**src/rtl/exmem_latch_if.sv**
```systemverilog
// EX/MEM latch bus: EX-side inputs, MEM-side registered outputs and the
// combinational data-cache busy indication.
interface exmem_latch_if;
    // EX-stage inputs
    logic        ihit;
    logic        dhit;
    logic        flush;
    logic        valid_in;
    logic        regWEN_in;
    logic [1:0]  memOp_in;
    logic        dREN_in;
    logic        dWEN_in;
    logic        halt_in;
    logic [4:0]  wsel_in;
    logic [31:0] aluout_in;
    logic [31:0] rdat2_in;
    logic [31:0] pc_in;
    logic [15:0] imm_in;

    // MEM-stage outputs
    logic        valid_out;
    logic        regWEN_out;
    logic [1:0]  memOp_out;
    logic        dREN_out;
    logic        dWEN_out;
    logic        halt_out;
    logic [4:0]  wsel_out;
    logic [31:0] aluout_out;
    logic [31:0] rdat2_out;
    logic [31:0] pc_out;
    logic [15:0] imm_out;
    logic        mem_busy;

    modport master (
        output ihit, dhit, flush, valid_in, regWEN_in, memOp_in, dREN_in,
               dWEN_in, halt_in, wsel_in, aluout_in, rdat2_in, pc_in, imm_in,
        input  valid_out, regWEN_out, memOp_out, dREN_out, dWEN_out,
               halt_out, wsel_out, aluout_out, rdat2_out, pc_out, imm_out,
               mem_busy
    );

    modport slave (
        input  ihit, dhit, flush, valid_in, regWEN_in, memOp_in, dREN_in,
               dWEN_in, halt_in, wsel_in, aluout_in, rdat2_in, pc_in, imm_in,
        output valid_out, regWEN_out, memOp_out, dREN_out, dWEN_out,
               halt_out, wsel_out, aluout_out, rdat2_out, pc_out, imm_out,
               mem_busy
    );
endinterface

```
**src/rtl/exmem_latch.sv**
```systemverilog
// EX/MEM pipeline register with stall, flush, dcache request hold,
// sticky halt and a wrapping count of captured valid instructions.
module exmem_latch #(
    parameter int unsigned CNT_W = 32
) (
    input  logic             CLK,
    input  logic             RST,
    exmem_latch_if.slave     bus,
    output logic [CNT_W-1:0] cnt_out
);

    typedef struct packed {
        logic        valid;
        logic        reg_wen;
        logic [1:0]  mem_op;
        logic        dren;
        logic        dwen;
        logic        halt;
        logic [4:0]  wsel;
        logic [31:0] aluout;
        logic [31:0] rdat2;
        logic [31:0] pc;
        logic [15:0] imm;
    } stage_t;

    stage_t           stage_q, stage_d;
    logic [CNT_W-1:0] cnt_q, cnt_d;
    logic             mem_busy;
    logic             advance;

    assign mem_busy = stage_q.dren | stage_q.dwen;
    assign advance  = bus.ihit & ~stage_q.halt & (~mem_busy | bus.dhit);

    // Next-state priority: halt, flush, advance, dhit clear, hold
    always_comb begin
        stage_d = stage_q;
        cnt_d   = cnt_q;
        if (stage_q.halt) begin
            // Halted contents are frozen, but an outstanding request must still retire
            if (bus.dhit) begin
                stage_d.dren = 1'b0;
                stage_d.dwen = 1'b0;
            end
        end else if (bus.flush) begin
            stage_d = '0;
        end else if (advance) begin
            stage_d.valid   = bus.valid_in;
            stage_d.reg_wen = bus.regWEN_in;
            stage_d.mem_op  = bus.memOp_in;
            stage_d.dren    = bus.dREN_in;
            stage_d.dwen    = bus.dWEN_in;
            stage_d.halt    = bus.halt_in;
            stage_d.wsel    = bus.wsel_in;
            stage_d.aluout  = bus.aluout_in;
            stage_d.rdat2   = bus.rdat2_in;
            stage_d.pc      = bus.pc_in;
            stage_d.imm     = bus.imm_in;
            if (bus.valid_in) begin
                cnt_d = cnt_q + 1'b1;
            end
        end else if (bus.dhit) begin
            stage_d.dren = 1'b0;
            stage_d.dwen = 1'b0;
        end
    end

    // Pipeline register and counter state, asynchronously cleared
    always_ff @(posedge CLK or posedge RST) begin
        if (RST) begin
            stage_q <= '0;
            cnt_q   <= '0;
        end else begin
            stage_q <= stage_d;
            cnt_q   <= cnt_d;
        end
    end

    assign bus.valid_out  = stage_q.valid;
    assign bus.regWEN_out = stage_q.reg_wen;
    assign bus.memOp_out  = stage_q.mem_op;
    assign bus.dREN_out   = stage_q.dren;
    assign bus.dWEN_out   = stage_q.dwen;
    assign bus.halt_out   = stage_q.halt;
    assign bus.wsel_out   = stage_q.wsel;
    assign bus.aluout_out = stage_q.aluout;
    assign bus.rdat2_out  = stage_q.rdat2;
    assign bus.pc_out     = stage_q.pc;
    assign bus.imm_out    = stage_q.imm;
    assign bus.mem_busy   = mem_busy;
    assign cnt_out        = cnt_q;

endmodule

```
**src/flat_wrapper.sv**
```systemverilog
// flat-port wrapper written by rule: the top's interface ports become plain ports
module exmem_latch_flat 
#(
    parameter int unsigned CNT_W = 32
)
  (CLK, RST, cnt_out, bus_ihit, bus_dhit, bus_flush, bus_valid_in, bus_regWEN_in, bus_memOp_in, bus_dREN_in, bus_dWEN_in, bus_halt_in, bus_wsel_in, bus_aluout_in, bus_rdat2_in, bus_pc_in, bus_imm_in, bus_valid_out, bus_regWEN_out, bus_memOp_out, bus_dREN_out, bus_dWEN_out, bus_halt_out, bus_wsel_out, bus_aluout_out, bus_rdat2_out, bus_pc_out, bus_imm_out, bus_mem_busy);
  exmem_latch_if bus_i ();
  input  logic CLK;
  input  logic RST;
  output logic [CNT_W-1:0] cnt_out;
  input wire logic [$bits(bus_i.ihit)-1:0] bus_ihit;
  input wire logic [$bits(bus_i.dhit)-1:0] bus_dhit;
  input wire logic [$bits(bus_i.flush)-1:0] bus_flush;
  input wire logic [$bits(bus_i.valid_in)-1:0] bus_valid_in;
  input wire logic [$bits(bus_i.regWEN_in)-1:0] bus_regWEN_in;
  input wire logic [$bits(bus_i.memOp_in)-1:0] bus_memOp_in;
  input wire logic [$bits(bus_i.dREN_in)-1:0] bus_dREN_in;
  input wire logic [$bits(bus_i.dWEN_in)-1:0] bus_dWEN_in;
  input wire logic [$bits(bus_i.halt_in)-1:0] bus_halt_in;
  input wire logic [$bits(bus_i.wsel_in)-1:0] bus_wsel_in;
  input wire logic [$bits(bus_i.aluout_in)-1:0] bus_aluout_in;
  input wire logic [$bits(bus_i.rdat2_in)-1:0] bus_rdat2_in;
  input wire logic [$bits(bus_i.pc_in)-1:0] bus_pc_in;
  input wire logic [$bits(bus_i.imm_in)-1:0] bus_imm_in;
  output wire logic [$bits(bus_i.valid_out)-1:0] bus_valid_out;
  output wire logic [$bits(bus_i.regWEN_out)-1:0] bus_regWEN_out;
  output wire logic [$bits(bus_i.memOp_out)-1:0] bus_memOp_out;
  output wire logic [$bits(bus_i.dREN_out)-1:0] bus_dREN_out;
  output wire logic [$bits(bus_i.dWEN_out)-1:0] bus_dWEN_out;
  output wire logic [$bits(bus_i.halt_out)-1:0] bus_halt_out;
  output wire logic [$bits(bus_i.wsel_out)-1:0] bus_wsel_out;
  output wire logic [$bits(bus_i.aluout_out)-1:0] bus_aluout_out;
  output wire logic [$bits(bus_i.rdat2_out)-1:0] bus_rdat2_out;
  output wire logic [$bits(bus_i.pc_out)-1:0] bus_pc_out;
  output wire logic [$bits(bus_i.imm_out)-1:0] bus_imm_out;
  output wire logic [$bits(bus_i.mem_busy)-1:0] bus_mem_busy;
  assign bus_i.ihit = bus_ihit;
  assign bus_i.dhit = bus_dhit;
  assign bus_i.flush = bus_flush;
  assign bus_i.valid_in = bus_valid_in;
  assign bus_i.regWEN_in = bus_regWEN_in;
  assign bus_i.memOp_in = bus_memOp_in;
  assign bus_i.dREN_in = bus_dREN_in;
  assign bus_i.dWEN_in = bus_dWEN_in;
  assign bus_i.halt_in = bus_halt_in;
  assign bus_i.wsel_in = bus_wsel_in;
  assign bus_i.aluout_in = bus_aluout_in;
  assign bus_i.rdat2_in = bus_rdat2_in;
  assign bus_i.pc_in = bus_pc_in;
  assign bus_i.imm_in = bus_imm_in;
  assign bus_valid_out = bus_i.valid_out;
  assign bus_regWEN_out = bus_i.regWEN_out;
  assign bus_memOp_out = bus_i.memOp_out;
  assign bus_dREN_out = bus_i.dREN_out;
  assign bus_dWEN_out = bus_i.dWEN_out;
  assign bus_halt_out = bus_i.halt_out;
  assign bus_wsel_out = bus_i.wsel_out;
  assign bus_aluout_out = bus_i.aluout_out;
  assign bus_rdat2_out = bus_i.rdat2_out;
  assign bus_pc_out = bus_i.pc_out;
  assign bus_imm_out = bus_i.imm_out;
  assign bus_mem_busy = bus_i.mem_busy;
  exmem_latch #(.CNT_W(CNT_W)) u_core (.CLK(CLK), .RST(RST), .bus(bus_i), .cnt_out(cnt_out));
endmodule
```
**config.mk**
```make
export PLATFORM = sky130hd
export DESIGN_NAME = exmem_latch_flat
export DESIGN_NICKNAME = d
export VERILOG_FILES = /design/src/rtl/exmem_latch_if.sv /design/src/rtl/exmem_latch.sv /design/src/flat_wrapper.sv
export SDC_FILE = /design/constraint.sdc
export NUM_CORES = 1
export LEC_CHECK = 0
export BUFFER_PORTS_ARGS = -buffer_cell sky130_fd_sc_hd__buf_2
export CAP_MARGIN = 30
export CORE_MARGIN = 2
export CORE_UTILIZATION = 25
export DETAILED_ROUTE_END_ITERATION = 10
export GPL_ROUTABILITY_DRIVEN = 0
export PLACE_DENSITY_LB_ADDON = 0.12
export SYNTH_ARGS = -nofsm -noshare
export SYNTH_HDL_FRONTEND = slang
export SYNTH_SLANG_ARGS = --single-unit
```
**constraint.sdc**
```tcl
create_clock -name CLK -period 5 [get_ports CLK]
set_input_delay 0.75 -clock CLK [delete_from_list [all_inputs] [get_ports CLK]]
set_output_delay 0.75 -clock CLK [all_outputs]
set_load 0.05 [all_outputs]
```
* After elaboration in Yosys (flattened, before gate mapping)
Index checks and enable logic that the tools add are counted.
W data, S select, Z words.
** Storage, ports and cells
- Bits of input ports :: 129
- Register bits after elaboration :: 156
- Logic and storage cells :: 30
- Output and inout bits :: 157
** Operators by class
- Muxes and demuxes :: 7
- Bitwise logic cells :: 7
- Reduce and logical (&&, ||, !) cells :: 3
- $add $sub $neg :: 1
** Operators with widths (number)
- $mux W118 :: 2
- $mux W124 :: 1
- $add A32 B1 Y32 const B :: 1
- $mux W2 :: 3
- $mux W4 :: 1
- $reduce_and A4 Y1 :: 1
- $not A1 Y1 :: 3
- $and A1 B1 Y1 :: 2
- $or A1 B1 Y1 :: 2
- $reduce_and A2 Y1 :: 1
- $reduce_bool A2 Y1 :: 1

* Depth between registers and ports, before layout
Gate-level depths: netlist of run 1.
- Depth in word-level cells :: 7
- Depth in mapped cells :: 7
- Depth with buffers taken out :: 6

* Worst setup path after synthesis of run 1
No wires, ideal clock.
- Path type :: input to register
- Start point :: in bus_flush
- End point :: reg u_core.cnt_q[17], in the netlist u_core.cnt_out[17]
- Cell stages on the path :: 6
- Arrival :: 1.986 ns
- Slack :: 2.873 ns
- Setup time :: 0.141 ns
- Required time :: 4.859 ns
- Path buffers :: 1
- Path through :: or3b_4 > nor4b_4 > and2_0 > buf_2 > nand4_1 > xnor2_1
** On the way
- Cells in the longest elaborated chain, start to end :: 2
** RTL lines
- start: declaration :: line flat_wrapper.sv:13 : input wire logic [$bits(bus_i.flush)-1:0] bus_flush;
- $not A1 Y1 (no line)
- $reduce_and A4 Y1 (no line)
- end signal: assignment :: line exmem_latch.sv:74 : cnt_q <= cnt_d;
- end: declaration :: line exmem_latch.sv:27 : logic [CNT_W-1:0] cnt_q, cnt_d;
Every way passes these cells.
A chain may end at the register's enable or synchronous reset.

* Final worst setup path of run 1
- Start point :: in bus_flush
- End point :: reg u_core.stage_q (netlist bit u_core.bus.rdat2_out[31])
** On the way
- Cells in the longest elaborated chain, start to end :: 2
- Elaborated cells on any way between the ends :: 3
- Classes of those cells :: mux: 1; reduce/logical: 2
** RTL lines
- $reduce_bool A2 Y1 (no line)
- $reduce_and A2 Y1 (no line)
- end signal: assignment :: line exmem_latch.sv:73 : stage_q <= stage_d;
- end: declaration :: line exmem_latch.sv:26 : stage_t stage_q, stage_d;
Parallel ways exist; a longest one is shown, timed or not.

==> flow_metrics.tcl, run 1 <==
set metrics [dict create \
    status "finished clean" \
    netSwitchingFraction_pct 42.41 \
    grt_busiest_layer "met2" \
    nets 839 \
    port_buffers 285 \
    finalNonFillerCells 1042 \
    num_vias 4518 \
    finish.utilization_pct 35.50 \
    p_per_area_nw_per_um2 559.7 \
    worst_pin_slew_ns 0.5335 \
    io_pins 286 \
    layout_setup_ws_ns 2.762 \
    grt-ovfl-total 0 \
    cp.arrival_ns 2.59 \
    place_hpwl_um 11690 \
    timing.setup.tns_ns 0 \
    share_comb_of_total_power_pct 35.6 \
    cts_tree "yes" \
    ys_seq_area_share_pct 66.64 \
    cts_max_level 4 \
    clk_latency_ns 0.42 \
    finalCriticalPeriod_ns 2.238 \
    clkSlewWorstSetupHoldPaths_ns 0.07 \
    seq_power_share_pct 36.6 \
    syn-num-nets 556 \
    drt_pass1_iterations 4 \
    critPathKind "primary input to flop" \
    dieArea_um2 24670 \
    syn2layout_area_growth_pct 40.97 \
    dp_cells 1008 \
    ant_nets 0 \
    p_leak_nw 4.491 \
    synth_area_um2 5858 \
    first_global_vias 4632 \
    via_per_inst 4.336 \
    fin_area_um2 8258 \
    cts_buffer_depth 2 \
    hold_buffers 0 \
    fin_crit_sh_pct 44.75 \
    yosys_warnings 0 \
    ys_async_sr_fraction_pct 100.0 \
    grtUsageMet2_pct 21.85 \
    grt_antenna_before_repair 0 \
    grt_use_met1_pct 16.06 \
    finalMaxSlewViolations 0 \
    start_kind "primary input" \
    max_clock_freq_ghz 0.4469 \
    power_switching_mw 1.960 \
    max-cap-violations 0 \
    ir_drop_v 0.0002958 \
    start_util_pct 25.18 \
    preCtsSetupSlack_ns 2.324 \
    grtUsageTotal_pct 13.39 \
    grt_max_degree 106 \
    synth_seq_cells 156 \
    critical_path_required_ns 5.35 \
    fp.dieH_um 157.1 \
    clkSinkCount 156 \
    avgSynthCellArea_um2 13.75 \
    post_drt_wl_per_cell_um 16.10 \
    rsz0062_at_grt "false" \
    cts_resized 0 \
    finClkSkew_ns 0.01053 \
    place_area_um2 7644 \
    drt_iter0_markers 172 \
    wirelength_um 16780 \
    fp.dieW_um 157.1 \
    final_layout_size_suffix_gt1_share_pct 46.40 \
    cts-root-buf "clkbuf_16" \
    core_area_um2 23260 \
    postSynthCellCount 426 \
    numCtsBuffers 17 \
    pwr-share-clk_pct 27.8 \
    synth_cell_types 32 \
    grt_pass1_wl_um 25540 \
    post_cts_buffers 0 \
    final_hold_viol_count 0 \
    core.rowCount 56 \
    cp_max_fo 49 \
    worstHoldPathType "primary input to async pin" \
    timing.slew.headroom_pct 64.43 \
    synth_edf_count 0 \
    synth_ff_type "dfrtp_1" \
    setup_viol 0 \
    drt_drc_violations_left 0 \
    crit_path_end_kind "flop" \
    p_int_mw 2.662 \
    grtUsageMet3_pct 5.039 \
]
[stage by stage]
step,total power [mW],hold WS (ns)
floorplan,2.925,0.7413
global placement,3.360,0.4569
detailed placement,3.370,0.4679
CTS,4.688,0.4811
global route,4.840,0.3953
finish,4.622,0.3585
[worst max-delay path, stage by stage]
cell and delay (ns):
buf_2 0.13, or3b_4 0.42, and2b_4 0.49, buf_4 0.52, a22o_1 0.23
[state kept, by name (all words and copies together) (netlist names)]
| signal | flops |
|---|---|
| u_core.bus.halt_out | 1 |
| u_core.bus.imm_out | 16 |
| u_core.bus.dWEN_out | 1 |
| u_core.bus.dREN_out | 1 |
| u_core.bus.regWEN_out | 1 |
| u_core.bus.aluout_out | 32 |
| u_core.bus.wsel_out | 5 |
| u_core.bus.valid_out | 1 |
| u_core.bus.rdat2_out | 32 |
| u_core.bus.pc_out | 32 |
| u_core.cnt_out | 32 |
| u_core.bus.memOp_out | 2 |
[synthesized netlist by cell type (2+ instances only)]
library cell  number  area [um2]
dfrtp_1          156        3904
a22o_1           120        1051
nand2_1           23       86.33
buf_2             19       95.09
nor2_1            18       67.56
xor2_1            17       148.9
xnor2_1           14       122.6
clkbuf_1           9       33.78
nand4_1            8       50.05
nand3_1            7       35.03
inv_1              5       18.77
and3_1             3       18.77
and4_1             3       26.28
nor3_1             3       15.01
nand2b_1           2       12.51
nor3_2             2       20.02
o21bai_1           2       15.01
[cells by family (layout without fill, tap and decap cells)]
kind of cell / count (synthesis) / after routing / share of synthesized area [%]
flip-flops: 156 / 156 / 66.64
AO/OA/AOI/OAI: 125 / 125 / 18.54
AND/OR/NAND/NOR: 80 / 80 / 7.454
buffers and inverters: 33 / 329 / 2.520
XOR/XNOR: 31 / 31 / 4.635
adder cells (fa/ha/maj): 1 / 1 / 0.2135
other: 0 / 1 / 0
[power by group through the flow]
| stage | sequential, mW | clock (mW) | combinational, mW |
|---|---|---|---|
| floorplan | 2.66 | 0 | 0.264 |
| global placement | 1.71 | 0 | 1.65 |
| detailed placement | 1.70 | 0 | 1.67 |
| CTS | 1.69 | 1.33 | 1.66 |
| global route | 1.73 | 1.40 | 1.72 |
| finish | 1.69 | 1.28 | 1.65 |
[cell type report]
cell class,instances,area (um2)
clock buffers,17,425.4
clock inverters,15,158.9
flip-flops and latches,156,3904
fillers,2383,15000
well taps,319,399.1
inverters,5,23.77
multi-input cells,237,1821
repair buffers,292,1524
diodes,1,2.502
[cell usage in the layout (no fill, tap or decap), types with 2 or more instances in the layout]
cell type,n
buf_2,285
dfrtp_1,156
a22o_1,120
nand2_1,23
nor2_1,18
xor2_1,17
clkbuf_16,17
xnor2_1,14
nand4_1,8
nand3_1,7
inv_6,6
inv_1,4
buf_4,4
and4_1,3
and3_1,3
nor3_1,3
clkinv_4,3
nor3_2,2
nand2b_1,2
inv_8,2
clkinvlp_4,2
buf_12,2
[worst paths after layout]
kind | startpoint | endpoint | slack [ns] | depth (start not counted)
worst max-delay path | bus_flush | u_core.bus.rdat2_out[31] | 2.76 | 5
worst min register to register | u_core.cnt_out[31] | u_core.cnt_out[31] | 0.47 | 1
worst min-delay path | RST | u_core.bus.rdat2_out[22] | 0.36 | 2
max in group asynchronous | RST | u_core.bus.aluout_out[6] | 3.63 | 4
worst max register to register | u_core.bus.halt_out | u_core.bus.rdat2_out[31] | 2.80 | 4
min in group CLK | u_core.cnt_out[31] | u_core.cnt_out[31] | 0.47 | 1
[per-layer routing]
layer	routed length, um	part of all wire [%]
met1	6910	41
met2	8319	50
met3	1162	6.9
met4	382	2.3
met5	0	0
Power figures use the tool's default switching activity.
==> inputs of run 2 (changes only) <==
==> constraint.sdc (replaced) <==
create_clock -name CLK -period 2.06 [get_ports CLK]
set_input_delay 0.309 -clock CLK [delete_from_list [all_inputs] [get_ports CLK]]
set_output_delay 0.309 -clock CLK [all_outputs]
set_load 0.05 [all_outputs]
==> run 2 against run 1 <==
Against the previous run: critical path depth unchanged; hold slack worse by 0.35 ns; clock power increased by 130%; final cell count rose by 0.58%; sequential cell count did not move; wire length down 0.70%; die area stayed put.
==> flow_metrics.tcl, run 2 (synthesis gave the netlist of run 1 again) <==
set metrics [dict create \
    status "finished clean" \
    cpMaxStageDelayCell "and4_1" \
    finClkSkew_ns 0.008110 \
    regToRegSetupSlack_ns 0.16 \
    cp_num_buf_inv 0 \
    post_cts_buffers 0 \
    grt_antenna_before_repair 2 \
    max-cap-violations 0 \
    clkSinkCount 156 \
    n_fill_cell 2364 \
    cts-root-buf "clkbuf_16" \
    pwr-share-clk_pct 26.5 \
    layout_setup_ws_ns 0.1647 \
    fp.dieH_um 157.1 \
    grt-ovfl-total 0 \
    drt_iter0_markers 200 \
    ir_drop_v 0.0004896 \
    place_hpwl_um 11540 \
    cts_tree "yes" \
    dieArea_um2 24670 \
    port_buffers 285 \
    p_per_area_nw_per_um2 1332 \
    final_hold_viol_count 0 \
    clkSlewWorstSetupHoldPaths_ns 0.06 \
    cp_max_fo 7 \
    max_clock_freq_ghz 0.5276 \
    p_total_mw 11.02 \
    crit_path_end_kind "flop" \
    start_kind "flop" \
    nets 844 \
    drt_pass1_iterations 4 \
    finalCriticalPeriod_ns 1.895 \
    timing.slew.headroom_pct 61.60 \
    fin_crit_sh_pct 92.00 \
    cp.arrival_ns 2.23 \
    final_common_cell "buf_2" \
    finalMaxSlewViolations 0 \
    drt_drc_violations_left 0 \
    share_comb_of_total_power_pct 36.4 \
    numCtsBuffers 17 \
    netSwitchingFraction_pct 42.59 \
    p_leak_nw 4.488 \
    grt_pass1_wl_um 25410 \
    worstHoldPathType "primary input to async pin" \
    post_drt_wl_per_cell_um 15.90 \
    timing.setup.tns_ns 0 \
    power_switching_mw 4.692 \
    critPathKind "flop to flop" \
    critical_path_required_ns 2.40 \
    max_stage_delay_ns 0.41 \
    via_per_inst 4.398 \
    grtUsageTotal_pct 13.26 \
    first_global_vias 4626 \
    final_cell_mix "buf_2 (285), dfrtp_1 (156), a22o_1 (120)" \
    grt_max_degree 100 \
    setup_viol 0 \
    cts_max_level 4 \
    core_area_um2 23260 \
    wirelength_um 16660 \
    hold_buffers 0 \
    cts_buffer_depth 2 \
    core.rowCount 56 \
    start_util_pct 25.18 \
    ant_nets 0 \
    fp.dieW_um 157.1 \
    final_layout_size_suffix_gt1_share_pct 46.49 \
    seq_power_share_pct 37.1 \
    io_pins 286 \
    cts_resized 0 \
    p_int_mw 6.324 \
    worst_pin_slew_ns 0.5760 \
    clk_latency_ns 0.42 \
    rsz0062_at_grt "false" \
    syn2layout_area_growth_pct 41.20 \
    crit_family "simple AND/OR/NAND/NOR gates" \
    cp_cell_sequence "o21bai_1, and4_1, nand3_2, nor4_1, xor2_1" \
    preCtsSetupSlack_ns 0.07702 \
    num_vias 4609 \
]
==> run 2: cell count changes in the layout (fill, tap and decap cells not counted), sizes merged <==
| cell | before | now |
|---|---|---|
| bufinv | 1 | 0 |
| inv | 12 | 9 |
| buf | 292 | 297 |
| clkbuf | 17 | 19 |
| diode | 1 | 2 |
| clkinvlp | 2 | 4 |
==> run 2: layer usage <==
layer  GRT usage, %  part of all wire (%)
met4          5.974                   2.2
met1          16.25                    42
met3          3.827                   6.1
met2          21.72                    50
met5              0                     0
==> run 2: power by group through the flow <==
stage / registers (mW) / logic, mW / clock network, mW
final: 4.09 / 4.01 / 2.92
after global routing: 4.17 / 4.18 / 3.17
after CTS: 4.09 / 4.05 / 3.04
after detailed placement: 4.12 / 4.06 / 0
after global placement: 4.12 / 4.04 / 0
after floorplan: 6.46 / 0.642 / 0
==> run 2: tightest hold or removal path: cells and delay by family <==
| family | cells | cell delay, ns |
|---|---|---|
| buffers and inverters | 3 | 0.49 |
==> run 2: final cells by class <==
type                    count  area, um2  area share [%]
repair buffers            297       1579           19.09
inverters                   5      22.52          0.2723
clock buffers              19      432.9           5.234
multi-input cells         237       1821           22.01
clock inverters            13      108.9           1.316
flip-flops and latches    156       3904           47.19
well taps                 319      399.1           4.825
diodes                      2      5.005         0.06051
==> run 2: stage by stage <==
stage               instances  hold slack (ns)  utilization, %  area [um2]
floorplan                 426           0.4415               -        5862
global placement         1014           0.4536           33.21        7725
detailed placement       1014           0.4609           33.21        7725
CTS                      1046         0.002508           35.54        8267
global route             1048          0.02102           35.56        8272
finish                   1048         0.007229           35.56        8272
==> run 2: path summary, 6_finish.rpt <==
path | to | depth (start not counted) | startpoint
setup / recovery | u_core.cnt_out[26] | 5 | u_core.bus.dREN_out
hold / removal | u_core.cnt_out[7] | 3 | RST
setup reg to reg | u_core.cnt_out[26] | 5 | u_core.bus.dREN_out
hold reg to reg | u_core.cnt_out[31] | 1 | u_core.cnt_out[31]
max in group asynchronous | u_core.bus.pc_out[31] | 3 | RST
min in group CLK | u_core.bus.rdat2_out[19] | 2 | bus_rdat2_in[19]
==> inputs of run 3 (changes only) <==
--- a/config.mk
+++ b/config.mk
@@ -8,7 +8,8 @@
 export BUFFER_PORTS_ARGS = -buffer_cell sky130_fd_sc_hd__buf_2
 export CAP_MARGIN = 30
 export CORE_MARGIN = 2
-export CORE_UTILIZATION = 25
+export CORE_UTILIZATION = 48
+export CTS_BUF_LIST = sky130_fd_sc_hd__clkbuf_2 sky130_fd_sc_hd__clkbuf_4 sky130_fd_sc_hd__clkbuf_8
 export DETAILED_ROUTE_END_ITERATION = 10
 export GPL_ROUTABILITY_DRIVEN = 0
 export PLACE_DENSITY_LB_ADDON = 0.12
==> run 3 against run 2 <==
Against the previous run: sequential cell count unchanged; largest power group unchanged; critical path depth unchanged; hold slack better by 0.071 ns.
==> flow_metrics.tcl, run 3 (synthesis gave the netlist of run 1 again) <==
set metrics [dict create \
    io_pins 286 \
    cp.arrival_ns 2.25 \
    syn2layout_area_growth_pct 34.90 \
    ant_nets 0 \
    clk_latency_ns 0.43 \
    rr_worst_depth 5 \
    core_area_um2 11960 \
    grt_pass1_wl_um 23220 \
    grt_max_degree 84 \
    num_vias 4546 \
    final_layout_size_suffix_gt1_share_pct 46.26 \
    drt_pass1_iterations 4 \
    hold_buffers 1 \
    timing.slew.headroom_pct 64.78 \
    max_clock_freq_ghz 0.5189 \
    dieArea_um2 13100 \
    drt_iter0_markers 283 \
    wirelength_um 14990 \
    cts-root-buf "clkbuf_8" \
    final_hold_viol_count 0 \
    regToRegSetupSlack_ns 0.13 \
    preCtsSetupSlack_ns 0.1258 \
    critical_path_required_ns 2.38 \
    grtUsageTotal_pct 23.04 \
    fp.dieH_um 114.5 \
    max-cap-violations 0 \
    p_leak_nw 4.427 \
    clkSlewWorstSetupHoldPaths_ns 0.08 \
    n_fill_cell 920 \
    critPathKind "flop to flop" \
    worstHoldPathType "primary input to flop" \
    finalMaxSlewViolations 0 \
    fin_crit_sh_pct 93.56 \
    cts_resized 0 \
    status "finished clean" \
    grt_antenna_before_repair 1 \
    final_common_cell "buf_2" \
    nets 840 \
    drt_drc_violations_left 0 \
    cp-startpoint "u_core.bus.halt_out" \
    worst_pin_slew_ns 0.5283 \
    first_global_vias 4551 \
    cts_max_level 4 \
    finClkSkew_ns 0.006787 \
    numCtsBuffers 17 \
    via_per_inst 5.225 \
    grt-ovfl-total 0 \
    clkSinkCount 156 \
    timing.setup.tns_ns 0 \
    r2r-start "u_core.bus.halt_out" \
    p_per_area_nw_per_um2 1326 \
    cp_max_fo 7 \
    final_cell_mix "buf_2 (285), dfrtp_1 (156), a22o_1 (120)" \
    cts_tree "yes" \
    start_kind "flop" \
    finalCriticalPeriod_ns 1.927 \
    post_cts_buffers 0 \
    rr_endpoint "u_core.cnt_out[17]" \
    place_hpwl_um 10700 \
    timing.critical_path.to "u_core.cnt_out[17]" \
    start_util_pct 48.97 \
    post_drt_wl_per_cell_um 17.23 \
    crit_path_end_kind "flop" \
    setup_viol 0 \
    fp.dieW_um 114.5 \
    cts_buffer_depth 2 \
    layout_setup_ws_ns 0.1327 \
    ir_drop_v 0.0007987 \
    core.rowCount 40 \
    rsz0062_at_grt "false" \
    port_buffers 285 \
]
-- run 3: routing by layer --
metal  track usage [%]  routed length (um)  vias to the layer above
met5                 0                   0                        -
met4             10.49                 344                        0
met3             7.623                1139                       28
met2             35.78                7218                      180
met1             29.51                6288                     2209
li1                  -                   -                     2129
-- run 3: per-stage QoR --
stage | util, % | total power [mW] | instance area [um2] | instances | hold slack [ns]
6_report | 66.07 | 10.48 | 7903 | 870 | 0.07790
5_1_grt | 66.05 | 10.90 | 7900 | 869 | 0.04722
4_1_cts | 66.05 | 10.55 | 7900 | 869 | 0.04739
3_5_place_dp | 62.47 | 8.157 | 7472 | 837 | 0.3349
3_3_place_gp | 62.47 | 8.116 | 7472 | 837 | 0.3319
2_1_floorplan | - | 7.101 | 5862 | 426 | 0.4415
-- run 3: cell type report --
type | instances | area, um2 | area share (%)
inverter | 5 | 22.52 | 0.2850
antenna | 1 | 2.502 | 0.03167
clock buffer | 24 | 305.3 | 3.863
timing repair buffer | 293 | 1551 | 19.63
tap | 147 | 183.9 | 2.327
clock inverter | 7 | 112.6 | 1.425
sequential | 156 | 3904 | 49.40
multi-input combinational | 237 | 1821 | 23.04
-- run 3: critical path: stages (launching register included) --
cell and delay (ns):
dfrtp_1 0.44, or3b_4 0.43, nor4b_4 0.32, and2_0 0.33
nand4_1 0.15, xnor2_1 0.14
-- run 3: worst min path at each step --
stage,cells past startpoint,slack [ns],to,from
4_1_cts,2,0.05,u_core.bus.rdat2_out[18],bus_rdat2_in[18]
5_1_grt,2,0.05,u_core.bus.pc_out[13],bus_pc_in[13]
6_report,2,0.08,u_core.bus.rdat2_out[0],bus_rdat2_in[0]
3_5_place_dp,2,0.33,u_core.bus.aluout_out[3],RST
2_1_floorplan,1,0.44,u_core.bus.aluout_out[0],bus_aluout_in[0]
3_3_place_gp,2,0.33,u_core.bus.aluout_out[3],RST
-- run 3: power breakdown --
| group | switching [mW] | internal [mW] |
|---|---|---|
| combinational | 2.96 | 1.03 |
| clock | 1.05 | 1.34 |
| sequential | 0.380 | 3.72 |
